### config.mk
export PLATFORM = sky130hd
export DESIGN_NAME = pc_ras_flat
export DESIGN_NICKNAME = d
export VERILOG_FILES = /design/src/rtl/pc_ras_pkg.sv /design/src/rtl/pc_ras_if.sv /design/src/rtl/pc_ras_stack.sv /design/src/rtl/pc_ras.sv /design/src/flat_wrapper.sv
export SDC_FILE = /design/constraint.sdc
export NUM_CORES = 1
export LEC_CHECK = 0
export CELL_PAD_IN_SITES_DETAIL_PLACEMENT = 1
export CELL_PAD_IN_SITES_GLOBAL_PLACEMENT = 1
export CORE_MARGIN = 2
export CORE_UTILIZATION = 49
export CTS_CLUSTER_DIAMETER = 40
export DETAILED_ROUTE_END_ITERATION = 8
export PLACE_DENSITY = 0.88
export SLEW_MARGIN = 20
export SYNTH_ARGS = -nofsm -noshare
export SYNTH_HDL_FRONTEND = slang
export SYNTH_SLANG_ARGS = --single-unit
### constraint.sdc
create_clock -name clk -period 5.4 [get_ports clk]
set_clock_uncertainty 0.2 [all_clocks]
set_input_delay 0.81 -clock clk [delete_from_list [all_inputs] [get_ports clk]]
set_output_delay 0.81 -clock clk [all_outputs]
set_load 0.03 [all_outputs]
### src/rtl/pc_ras_pkg.sv
// pc_pkg: op encodings shared by the pc_ras unit, its bus interface and its bench.
package pc_pkg;
  localparam int OP_W = 3;
  localparam logic [OP_W-1:0] OP_HOLD = 3'd0;
  localparam logic [OP_W-1:0] OP_INC  = 3'd1;
  localparam logic [OP_W-1:0] OP_ADD  = 3'd2;
  localparam logic [OP_W-1:0] OP_SUB  = 3'd3;
  localparam logic [OP_W-1:0] OP_JMP  = 3'd4;
  localparam logic [OP_W-1:0] OP_CALL = 3'd5;
  localparam logic [OP_W-1:0] OP_RET  = 3'd6;
endpackage

### src/rtl/pc_ras_if.sv
// pc_ras_if: op/operand bus into the PC unit and the PC/RAS status coming back.
interface pc_ras_if #(parameter int WIDTH = 16, parameter int RAS_DEPTH = 4);
  import pc_pkg::*;
  localparam int CW = $clog2(RAS_DEPTH) + 1;
  logic en;
  logic [OP_W-1:0] op;
  logic [WIDTH-1:0] offset;
  logic [WIDTH-1:0] target;
  logic [WIDTH-1:0] pc;
  logic [CW-1:0] ras_count;
  logic ras_empty;
  logic ras_full;
  logic ras_ovf;
  logic ras_unf;
  modport master (output en, op, offset, target,
                  input pc, ras_count, ras_empty, ras_full, ras_ovf, ras_unf);
  modport slave (input en, op, offset, target,
                 output pc, ras_count, ras_empty, ras_full, ras_ovf, ras_unf);
endinterface

### src/rtl/pc_ras_stack.sv
// ras_stack: circular LIFO; a push while full overwrites the oldest entry.
module ras_stack #(
  parameter int WIDTH = 16,
  parameter int RAS_DEPTH = 4,
  localparam int PW = $clog2(RAS_DEPTH),
  localparam int CW = PW + 1
) (
  input  logic clk,
  input  logic reset,
  input  logic push,
  input  logic pop,
  input  logic [WIDTH-1:0] wdata,
  output logic [WIDTH-1:0] rdata,
  output logic [CW-1:0] count,
  output logic full,
  output logic empty
);
  logic [WIDTH-1:0] mem [RAS_DEPTH];
  logic [PW-1:0] sp;
  assign rdata = mem[sp - PW'(1)];
  assign empty = count == '0;
  assign full = count == CW'(RAS_DEPTH);
  always_ff @(posedge clk)
    if (push) mem[sp] <= wdata;
  always_ff @(posedge clk) begin
    if (reset) begin
      sp <= '0;
      count <= '0;
    end else if (push) begin
      sp <= sp + PW'(1);
      count <= full ? count : count + CW'(1);
    end else if (pop && !empty) begin
      sp <= sp - PW'(1);
      count <= count - CW'(1);
    end
  end
endmodule

### src/rtl/pc_ras.sv
// pc_ras: program counter with inc/add/sub/jump and call/return via a return-address stack.
module pc_ras
  import pc_pkg::*;
#(
  parameter int WIDTH = 16,
  parameter int STEP = 1,
  parameter int RAS_DEPTH = 4,
  parameter logic [WIDTH-1:0] RESET_VEC = '0
) (
  input logic clk,
  input logic reset,
  pc_ras_if.slave bus
);
  localparam int CW = $clog2(RAS_DEPTH) + 1;
  logic [WIDTH-1:0] pc_q, pc_d, pc_inc, rdata;
  logic [CW-1:0] count;
  logic full, empty, do_call, do_ret, ovf_q, unf_q;
  assign pc_inc = pc_q + WIDTH'(STEP);
  assign do_call = bus.en && bus.op == OP_CALL;
  assign do_ret = bus.en && bus.op == OP_RET;
  ras_stack #(.WIDTH(WIDTH), .RAS_DEPTH(RAS_DEPTH)) u_stack (
    .clk(clk), .reset(reset), .push(do_call && !reset), .pop(do_ret && !reset),
    .wdata(pc_inc), .rdata(rdata), .count(count), .full(full), .empty(empty)
  );
  // A return with nothing on the stack falls through like INC.
  always_comb begin
    pc_d = pc_q;
    if (bus.en)
      pc_d = bus.op == OP_INC ? pc_inc :
             bus.op == OP_ADD ? pc_q + bus.offset :
             bus.op == OP_SUB ? pc_q - bus.offset :
             (bus.op == OP_JMP || bus.op == OP_CALL) ? bus.target :
             bus.op == OP_RET ? (empty ? pc_inc : rdata) : pc_q;
  end
  always_ff @(posedge clk) begin
    if (reset) begin
      pc_q <= RESET_VEC;
      ovf_q <= 1'b0;
      unf_q <= 1'b0;
    end else begin
      pc_q <= pc_d;
      ovf_q <= ovf_q | (do_call && full);
      unf_q <= unf_q | (do_ret && empty);
    end
  end
  assign bus.pc = pc_q;
  assign bus.ras_count = count;
  assign bus.ras_empty = empty;
  assign bus.ras_full = full;
  assign bus.ras_ovf = ovf_q;
  assign bus.ras_unf = unf_q;
endmodule

### src/flat_wrapper.sv
// flat-port wrapper written by rule: the top's interface ports become plain ports
module pc_ras_flat import pc_pkg::*;
#(
  parameter int WIDTH = 16,
  parameter int STEP = 1,
  parameter int RAS_DEPTH = 4,
  parameter logic [WIDTH-1:0] RESET_VEC = '0
)
  (clk, reset, bus_en, bus_op, bus_offset, bus_target, bus_pc, bus_ras_count, bus_ras_empty, bus_ras_full, bus_ras_ovf, bus_ras_unf);
  pc_ras_if #(.WIDTH(WIDTH), .RAS_DEPTH(RAS_DEPTH)) bus_i ();
  input logic clk;
  input logic reset;
  input wire logic [$bits(bus_i.en)-1:0] bus_en;
  input wire logic [$bits(bus_i.op)-1:0] bus_op;
  input wire logic [$bits(bus_i.offset)-1:0] bus_offset;
  input wire logic [$bits(bus_i.target)-1:0] bus_target;
  output wire logic [$bits(bus_i.pc)-1:0] bus_pc;
  output wire logic [$bits(bus_i.ras_count)-1:0] bus_ras_count;
  output wire logic [$bits(bus_i.ras_empty)-1:0] bus_ras_empty;
  output wire logic [$bits(bus_i.ras_full)-1:0] bus_ras_full;
  output wire logic [$bits(bus_i.ras_ovf)-1:0] bus_ras_ovf;
  output wire logic [$bits(bus_i.ras_unf)-1:0] bus_ras_unf;
  assign bus_i.en = bus_en;
  assign bus_i.op = bus_op;
  assign bus_i.offset = bus_offset;
  assign bus_i.target = bus_target;
  assign bus_pc = bus_i.pc;
  assign bus_ras_count = bus_i.ras_count;
  assign bus_ras_empty = bus_i.ras_empty;
  assign bus_ras_full = bus_i.ras_full;
  assign bus_ras_ovf = bus_i.ras_ovf;
  assign bus_ras_unf = bus_i.ras_unf;
  pc_ras #(.WIDTH(WIDTH), .STEP(STEP), .RAS_DEPTH(RAS_DEPTH), .RESET_VEC(RESET_VEC)) u_core (.clk(clk), .reset(reset), .bus(bus_i));
endmodule
### Word-level counts from Yosys, hierarchy flattened

Memory sizes are Yosys's and may differ from the RTL's.
Index checks and enable logic that the tools add are counted.

| storage, ports and cells | value |
|---|---|
| flip-flop bits (word level) | 23 |
| input port bits | 38 |
| memories kept | 1 |
| output and inout port bits | 23 |
| word-level logic and storage cells | 51 |
| memory bits (writable) | 64 |

| operators by class | value |
|---|---|
| add/subtract/negate cells | 7 |
| equality and inequality tests | 8 |
| muxes and demuxes | 13 |
| reduce and logical (&&, ||, !) cells | 15 |
| bitwise logic cells | 2 |

Memory list:

| memory | words | bits a word | rd ports | clocked after Yosys merged registers in | write ports | line | RTL |
|---|---|---|---|---|---|---|---|
| u_core.u_stack.mem | 4 | 16 | 1 | 0 | 1 | pc_ras_stack.sv:18 | `logic [WIDTH-1:0] mem [RAS_DEPTH];` |

Operators by type and width:

| cell | number |
|---|---|
| 2-to-1 mux 16 bit | 6 |
| adder 16 x 1 -> 16 bit, second input constant | 1 |
| adder 16 bit | 1 |
| subtractor 16 bit | 1 |
| equality test 3 bit, second input constant | 4 |
| 2-to-1 mux 3 bit | 3 |
| logical AND 1 bit | 7 |
| equality test 3 x 2 -> 1 bit, second input constant | 2 |
| nonzero test 5 bit | 1 |
| 2-to-1 mux 2 bit | 2 |
| AND reduction 2 bit | 2 |
| adder 3 x 1 -> 3 bit, second input constant | 1 |
| equality test 3 x 1 -> 1 bit, second input constant | 1 |
| zero test 3 bit | 1 |
| subtractor 3 x 1 -> 3 bit, second input constant | 1 |
| adder 2 x 1 -> 2 bit, second input constant | 1 |
| zero test 1 bit | 2 |
| 2-to-1 mux 1 bit | 2 |
| inequality test 2 bit, second input constant | 1 |
| bitwise OR 1 bit | 2 |
| nonzero test 2 bit | 1 |
| subtractor 2 x 1 -> 2 bit, second input constant | 1 |
| logical OR 1 bit | 1 |

### Depth between registers and ports, before layout

Gate-level depths: netlist of the first run.
An unclocked memory read counts as a cell.

| depth | value |
|---|---|
| depth after elaboration | 8 |
| gate-level depth with buffers | 12 |
| gate-level depth less buffers | 11 |

### Hierarchy

Synthesis of the first run repeated with hierarchy kept, for this count alone.

| unflattened totals | value |
|---|---|
| cells, all modules | 585 |
| area total of the unflattened synthesis | 5940.7 um^2 |

Modules (own cells, without submodules):

| module | cells an instance | times used | sequential area each (um^2) | area an instance (um^2) |
|---|---|---|---|---|
| pc_ras | 455 | 1 | 360.3 | 3246.9 |
| ras_stack | 130 | 1 | 2021.9 | 2693.8 |

### Worst setup path after synthesis of the first run

Ideal clock, no wire load.

| timing path | value |
|---|---|
| path type | input to register |
| start point | input bus_offset[0] |
| end point | register u_core.pc_q[14] (netlist: u_core.bus.pc[14]) |
| library setup time | 112 ps |
| path buffers | 0 |
| setup slack | 2309 ps |
| required time | 5088 ps |
| stages | 9 |
| arrival | 2779 ps |
| path through | ha_1 -> fa_1 -> or2b_1 -> a2111oi_2 -> o41ai_1 -> nand2b_1 -> a311oi_2 -> xnor2_1 -> a2111oi_1 |

| on the way | value |
|---|---|
| cells in the longest elaborated chain, start to end | 4 |
| elaborated cells between the ends (all ways) | 5 |
| classes of those cells | add/sub (2); mux (3) |

RTL lines:

| element | line | RTL |
|---|---|---|
| start, declared | flat_wrapper.sv:15 | `input wire logic [$bits(bus_i.offset)-1:0] bus_offset;` |
| subtractor 16 bit | pc_ras.sv:31 | `bus.op == OP_SUB ? pc_q - bus.offset :` |
| 2-to-1 mux 16 bit | pc_ras.sv:31 |  |
| 2-to-1 mux 16 bit (*) | pc_ras.sv:30 | `bus.op == OP_ADD ? pc_q + bus.offset :` |
| 2-to-1 mux 16 bit (*) | pc_ras.sv:29 | `pc_d = bus.op == OP_INC ? pc_inc :` |
| end signal, assigned | pc_ras.sv:41 | `pc_q <= pc_d;` |
| end, declared | pc_ras.sv:15 | `logic [WIDTH-1:0] pc_q, pc_d, pc_inc, rdata;` |

Every way passes the cells marked *; elsewhere a longest branch is shown, timed or not.
A chain may end at the register's enable or synchronous reset.

### Worst setup path in the final report of the first run

| timing path | value |
|---|---|
| start point | input bus_op[1] |
| end point | register u_core.pc_q[8] (netlist: u_core.bus.pc[8]) |

| on the way | value |
|---|---|
| cells in the longest elaborated chain, start to end | 6 |
| elaborated cells between the ends (all ways) | 13 |
| classes of those cells | eq/ne (6); mux (4); reduce/logical (3) |

RTL lines:

| element | line | RTL |
|---|---|---|
| start, declared | flat_wrapper.sv:14 | `input wire logic [$bits(bus_i.op)-1:0] bus_op;` |
| equality test 3 bit | pc_ras.sv:32 | `(bus.op == OP_JMP \|\| bus.op == OP_CALL) ? bus.target :` |
| logical OR 1 bit | pc_ras.sv:32 |  |
| 2-to-1 mux 16 bit | pc_ras.sv:32 |  |
| 2-to-1 mux 16 bit | pc_ras.sv:31 |  |
| 2-to-1 mux 16 bit | pc_ras.sv:30 |  |
| 2-to-1 mux 16 bit | pc_ras.sv:29 |  |

Parallel ways exist; a longest one is shown, timed or not.

==> results.py, run 1 <==
metrics = {
    "synth": {
        "ys.flop_type": "edfxtp_1",
        "async_reset_ff_share_pct": 0,
        "syn_area_um2": 5970,
        "synth_edf_count": 64,
        "ys_seq_area_share_pct": 39.9,
        "synth-seq-cells": 87,
        "synth_area_per_cell_um2": 9.88,
        "yosysUniqueCellTypes": 75,
        "synthCells": 604,
        "syn-num-nets": 680,
        "yosysWarningCount": 0,
    },
    "hold_path": {
        "hp-class": "flop to flop",
    },
    "global_route": {
        "grt_overflow": 0,
        "antenna_found_initial": 0,
        "grt_pass1_vias": 5426,
        "grt_max_degree": 28,
        "track_usage_pct": 31.1,
        "grt_pass1_wl_mm": 30.5,
    },
    "routing": {
        "via_count": 5233,
        "drtIter0Drc": 385,
        "post_drt_via_cell_ratio": 6.54,
        "wirelength_mm": 19.7,
        "drtPass1Iterations": 7,
        "antenna_left": 0,
        "drc": 0,
        "routedWlPerCell_um": 24.6,
    },
    "run_status": {
        "status": "finished, final reports clean",
    },
    "cts": {
        "holdBufCountCts": 0,
        "clk_latency_ps": 350,
        "h-tree-depth": 3,
        "post_cts_resized": 0,
        "clk_path_buf_depth": 2,
        "cts_root_buffer": "clkbuf_16",
        "cts-buffers-inserted": 9,
        "tritoncts": "yes",
        "path_clk_slew_ps": 70,
        "cts_setup_buffers": 0,
        "clock-sinks": 87,
    },
    "floorplan": {
        "initial_core_util_pct": 49.9,
        "core_um2": 12000,
        "die_w_um": 114,
        "dieArea_um2": 13100,
        "rows": 40,
        "die_y_um": 114,
        "io_pins": 61,
    },
    "timing": {
        "finalSetupTns_ps": 0,
        "rsz0062_at_grt": "false",
        "maxSlewHeadroom_pct": 36.7,
        "max_freq_mhz": 264,
        "final-setup-viol-count": 0,
        "final-hold-violation-count": 0,
        "drv_slew": 0,
        "tightest_slew_ps": 949,
        "period_minus_slack_ps": 3790,
        "finalCritPeriodShare_pct": 70.2,
    },
    "finish": {
        "mostFrequentLayoutCell": "edfxtp_1",
        "multi_input_area_um2": 3270,
        "fillers": 1345,
        "final_layout_size_suffix_gt1_share_pct": 9.65,
        "diodes": 0,
        "regArea_um2": 2380,
        "most-common-layout-cells": "64 x edfxtp_1, 60 x clkdlybuf4s50_1, 52 x nor2_1",
        "fin_util_pct": 58.2,
        "nets": 724,
        "synthToLayoutAreaGrowth_pct": 16.7,
    },
    "placed_design": {
        "finalWeightedCongestion": 0.926,
        "dp_hpwl_mm": 14.1,
        "port_buffers": 60,
    },
    "setup_path": {
        "worstSetupStartpointType": "input pin",
        "cp.arrival_ps": 3860,
        "crit_type": "input pin to flop",
        "crit_path_max_fanout": 10,
        "cp.required_ps": 5470,
        "cp-end-kind": "flop",
    },
    "power_and_ir_drop": {
        "power.total_w": 0.00188,
        "p_sw_w": 0.000592,
        "power.internal_w": 0.00129,
        "clkPwrFrac_pct": 34.2,
        "peakVddDrop_mv": 0.265,
        "p_leak_nw": 2.59,
        "p_per_area_nw_per_um2": 270,
        "seqPwrFrac_pct": 41.0,
        "comb_power_share_pct": 24.8,
        "swShare_pct": 31.5,
    },
    "job": {
        "maxCapViolCount": 0,
    },
}
==> Yosys cell counts, types with 4 or more instances <==
master / n / area, um^2
nand2b_1: 7 / 43.8
mux2i_1: 4 / 40.0
buf_2: 9 / 45.0
nand4_1: 4 / 25.0
nor3_1: 17 / 85.1
ha_1: 35 / 438
a21oi_1: 46 / 230
dfxtp_1: 23 / 460
a221oi_1: 4 / 35.0
a311oi_1: 5 / 43.8
a211oi_1: 6 / 45.0
nor4_1: 4 / 25.0
a2111oi_0: 4 / 35.0
o21ai_0: 25 / 125
o211ai_1: 6 / 45.0
buf_4: 4 / 30.0
nand2_1: 43 / 161
inv_1: 38 / 143
a31oi_1: 5 / 31.3
a21o_1: 9 / 67.6
clkbuf_1: 18 / 67.6
edfxtp_1: 64 / 1920
nand3_1: 16 / 80.1
nor2_1: 52 / 195
xnor2_1: 22 / 193
mux4_2: 16 / 360
xor2_1: 16 / 140
and3_1: 6 / 37.5
and2_1: 4 / 25.0
o22ai_1: 9 / 56.3
nor2b_1: 5 / 31.3
==> critical path: stages <==
cell	delay [ps]
clkdlybuf4s50_1	780
nand2_1	310
o21ai_2	360
or2_0	590
nor2_1	270
a311oi_1	360
o21ai_0	190
a41oi_1	190
==> flip-flops by register name, summed over array words and instances, names as in the netlist <==
register,cells
u_core.u_stack.mem,64
u_core.bus.pc,16
u_core.u_stack.count,3
u_core.u_stack.sp,2
u_core.bus.ras_ovf,1
u_core.bus.ras_unf,1
==> area by class of cell <==
class | instances | share of cell area [%]
clock buffer | 12 | 3.99
clock inverter | 4 | 0.467
inverter | 41 | 2.21
multi-input combinational | 441 | 47.0
sequential | 87 | 34.2
tap | 147 | 2.64
timing repair buffer | 68 | 9.49
==> metrics by stage <==
stage / cells / worst slack (ps) / area, um^2 / hold slack [ps]
floorplan: 604 / 2310 / 5970 / 373
global placement: 784 / 1220 / 6650 / 245
detailed placement: 784 / 1310 / 6650 / 256
CTS: 800 / 1710 / 6960 / 265
global route: 800 / 1440 / 6960 / 297
finish: 800 / 1610 / 6960 / 259
==> routing by layer <==
layer | part of all wire (%) | GRT usage, % | up-vias | wire [um]
li1 | - | - | 2340 | -
met5 | 0 | 0 | - | 0
met4 | 4.7 | 16.1 | 0 | 924
met3 | 6.9 | 5.93 | 61 | 1360
met1 | 41 | 39.6 | 2570 | 8010
met2 | 48 | 50.8 | 262 | 9370
==> cell families (layout without fill, tap and decap cells) <==
kind of cell / Yosys count / after routing / share of synthesized area (%)
and+or+nand+nor: 177 / 177 / 14.4
AOI/OAI and AO/OA: 167 / 167 / 19.6
DFF: 87 / 87 / 39.9
buffers and inverters: 76 / 125 / 5.26
adders and majority gates: 38 / 38 / 8.35
xor gates and xnor gates: 38 / 38 / 5.58
muxes: 21 / 21 / 6.90
==> power by group through the flow <==
stage	clock network, W	registers [W]	logic [W]
2_1_floorplan	0	0.000793	0.000284
3_3_place_gp	0	0.000784	0.000437
3_5_place_dp	0	0.000785	0.000454
4_1_cts	0.000644	0.000771	0.000459
5_1_grt	0.000668	0.000774	0.000499
6_report	0.000643	0.000772	0.000467
==> path summary, 6_finish.rpt <==
kind | startpoint | to | slack [ps] | depth (start not counted)
worst max register to register | u_core.bus.pc[0] | u_core.bus.pc[14] | 1910 | 11
worst max-delay path | bus_op[1] | u_core.bus.pc[8] | 1610 | 8
worst min-delay path | u_core.bus.ras_ovf | u_core.bus.ras_ovf | 260 | 2
worst min register to register | u_core.bus.ras_ovf | u_core.bus.ras_ovf | 260 | 2
(Power assumes the default switching activity.)
==> inputs of run 2 (changes only) <==
--- a/config.mk
+++ b/config.mk
@@ -8,10 +8,10 @@
 export CELL_PAD_IN_SITES_DETAIL_PLACEMENT = 1
 export CELL_PAD_IN_SITES_GLOBAL_PLACEMENT = 1
 export CORE_MARGIN = 2
-export CORE_UTILIZATION = 49
+export CORE_UTILIZATION = 41
 export CTS_CLUSTER_DIAMETER = 40
 export DETAILED_ROUTE_END_ITERATION = 8
-export PLACE_DENSITY = 0.88
+export PLACE_DENSITY = 0.78
 export SLEW_MARGIN = 20
 export SYNTH_ARGS = -nofsm -noshare
 export SYNTH_HDL_FRONTEND = slang
==> constraint.sdc (replaced) <==
create_clock -name clk -period 3.1 [get_ports clk]
set_clock_uncertainty 0.2 [all_clocks]
set_input_delay 0.465 -clock clk [delete_from_list [all_inputs] [get_ports clk]]
set_output_delay 0.465 -clock clk [all_outputs]
set_load 0.03 [all_outputs]
==> run 2 against run 1 <==
  * Critical path depth rose by 3
  * Largest power group unchanged
  * Global-route usage fell by 5.4 points
  * Setup slack lost 1500 ps
  * Sequential power increased by 72%
  * Largest cell class unchanged
  * Sequential share of layout area decreased by 3.4 points
  * Cell area grew 11%
==> results.py, run 2 (synthesis gave the netlist of run 1 again) <==
metrics = {
    "run_status": {
        "status": "finished, final reports clean",
    },
    "setup_path": {
        "cp.required_ps": 3160,
        "cpPeakStageDelay_ps": 440,
        "crit_path_max_fanout": 3,
        "worstSetupStartpointType": "input pin",
        "timing.rr.start": "u_core.bus.pc[0]",
        "path_cells": "clkdlybuf4s50_1 > ha_2 > fa_1 > or2b_1 > a2111oi_2 > o41ai_1 > nand2b_1 > a21oi_2 > xor2_1 > nor2_1 > o32ai_2",
        "cp_slowest_cell": "clkdlybuf4s50_1",
        "cp.arrival_ps": 3090,
        "cp-end-kind": "flop",
        "crit_type": "input pin to flop",
        "startpoint": "bus_offset[0]",
    },
    "cts": {
        "clk_path_buf_depth": 2,
        "cts-buffers-inserted": 9,
        "holdBufCountCts": 0,
        "clock-sinks": 87,
        "h-tree-depth": 3,
        "tritoncts": "yes",
        "path_clk_slew_ps": 70,
        "cts_setup_buffers": 0,
        "clk_latency_ps": 350,
        "cts_root_buffer": "clkbuf_16",
    },
    "routing": {
        "via_count": 5404,
        "drtPass1Iterations": 5,
        "drtIter0Drc": 337,
        "drc": 0,
        "antenna_left": 0,
        "routedWlPerCell_um": 22.1,
        "post_drt_via_cell_ratio": 5.91,
        "wirelength_mm": 20.2,
    },
    "placed_design": {
        "finalWeightedCongestion": 0.975,
        "port_buffers": 60,
        "dp_hpwl_mm": 15.3,
        "pre_cts_ws_ps": -355,
    },
    "timing": {
        "drv_slew": 0,
        "period_minus_slack_ps": 3030,
        "fin_ws_ps": 72.8,
        "rsz0062_at_grt": "true",
        "hold_ws_ps": 280,
        "finalSetupTns_ps": 0,
        "finalCritPeriodShare_pct": 97.7,
        "final-hold-violation-count": 0,
        "maxSlewHeadroom_pct": 62.4,
        "final-setup-viol-count": 0,
        "max_freq_mhz": 330,
        "tightest_slew_ps": 561,
    },
    "finish": {
        "most-common-layout-cells": "86 x buf_4, 64 x edfxtp_1, 59 x clkdlybuf4s50_1",
        "synthToLayoutAreaGrowth_pct": 29.4,
        "fillers": 1555,
        "nets": 802,
        "fin_util_pct": 53.7,
        "multi_input_area_um2": 3380,
        "top_register": "u_core.u_stack.mem",
        "regArea_um2": 2380,
        "diodes": 0,
        "mostFrequentLayoutCell": "buf_4",
        "largest_reg_flops": 64,
        "final_layout_size_suffix_gt1_share_pct": 21.3,
    },
    "hold_path": {
        "hp-class": "flop to flop",
        "min_from": "u_core.bus.ras_ovf",
    },
    "floorplan": {
        "rows": 44,
        "die_w_um": 125,
        "initial_core_util_pct": 41.5,
        "core_um2": 14400,
        "die_y_um": 125,
        "dieArea_um2": 15500,
        "io_pins": 61,
    },
    "global_route": {
        "track_usage_pct": 25.7,
        "grt_overflow": 0,
        "grt_pass1_vias": 5661,
        "antenna_found_initial": 0,
        "grt_max_degree": 22,
        "grt_pass1_wl_mm": 31.3,
    },
    "power_and_ir_drop": {
        "seqPwrFrac_pct": 38.0,
        "power.internal_w": 0.00243,
        "comb_power_share_pct": 28.0,
        "p_per_area_nw_per_um2": 453,
        "peakVddDrop_mv": 0.233,
        "p_sw_w": 0.00107,
        "clkPwrFrac_pct": 34.0,
        "p_leak_nw": 3.01,
        "swShare_pct": 30.6,
    },
    "job": {
        "maxCapViolCount": 0,
    },
}
==> run 2: timing repair <==
action / CTS / global route
cloned: 0 / 0
endpoints found under the setup margin: 3 / 8
pin swaps: 1 / 8
resized for setup: 2 / 21
==> run 2: layout make-up <==
| cell class | instances | share of cell area [%] |
|---|---|---|
| Sequential cell | 87 | 30.9 |
| Multi-Input combinational cell | 441 | 43.8 |
| Timing Repair Buffer | 146 | 16.2 |
| Tap cell | 184 | 2.98 |
| Clock buffer | 10 | 2.97 |
| Clock inverter | 6 | 1.22 |
| Inverter | 41 | 1.99 |
==> run 2: path summary, 6_finish.rpt <==
path / to / slack, ps / depth (start not counted)
hold / removal: u_core.bus.ras_ovf / 280 / 2
setup / recovery: u_core.bus.pc[10] / 70 / 11
setup reg to reg: u_core.bus.pc[14] / 150 / 11
hold reg to reg: u_core.bus.ras_ovf / 280 / 2
==> run 2: worst max-delay path: cells and delay by family <==
kind	cells	cell delay [ps]
simple gates	3	510
compound gates	4	880
fa+ha+maj	2	620
buf+inv	1	440
xor+xnor	1	180
==> run 2: power by group through the flow <==
stage	sequential, W	clock, W	combinational [W]
2_1_floorplan	0.00138	0	0.000496
3_3_place_gp	0.00135	0	0.000909
3_5_place_dp	0.00135	0	0.000933
4_1_cts	0.00133	0.00120	0.000948
5_1_grt	0.00133	0.00124	0.00105
6_report	0.00133	0.00119	0.000982
==> run 2: stage by stage <==
stage               instances  area, um^2  total power [W]
finish                    915        7720          0.00350
global route              915        7720          0.00362
CTS                       915        7620          0.00347
detailed placement        899        7280          0.00228
global placement          899        7280          0.00226
floorplan                 604        5970          0.00188
==> run 2: metal layers <==
layer  vias up  GRT usage [%]  wire [um]
met4         0           9.39        469
met1      2719           32.8       8830
li1       2489              -          -
met3        38           4.04        927
met2       158           44.2       9950
met5         -              0          0
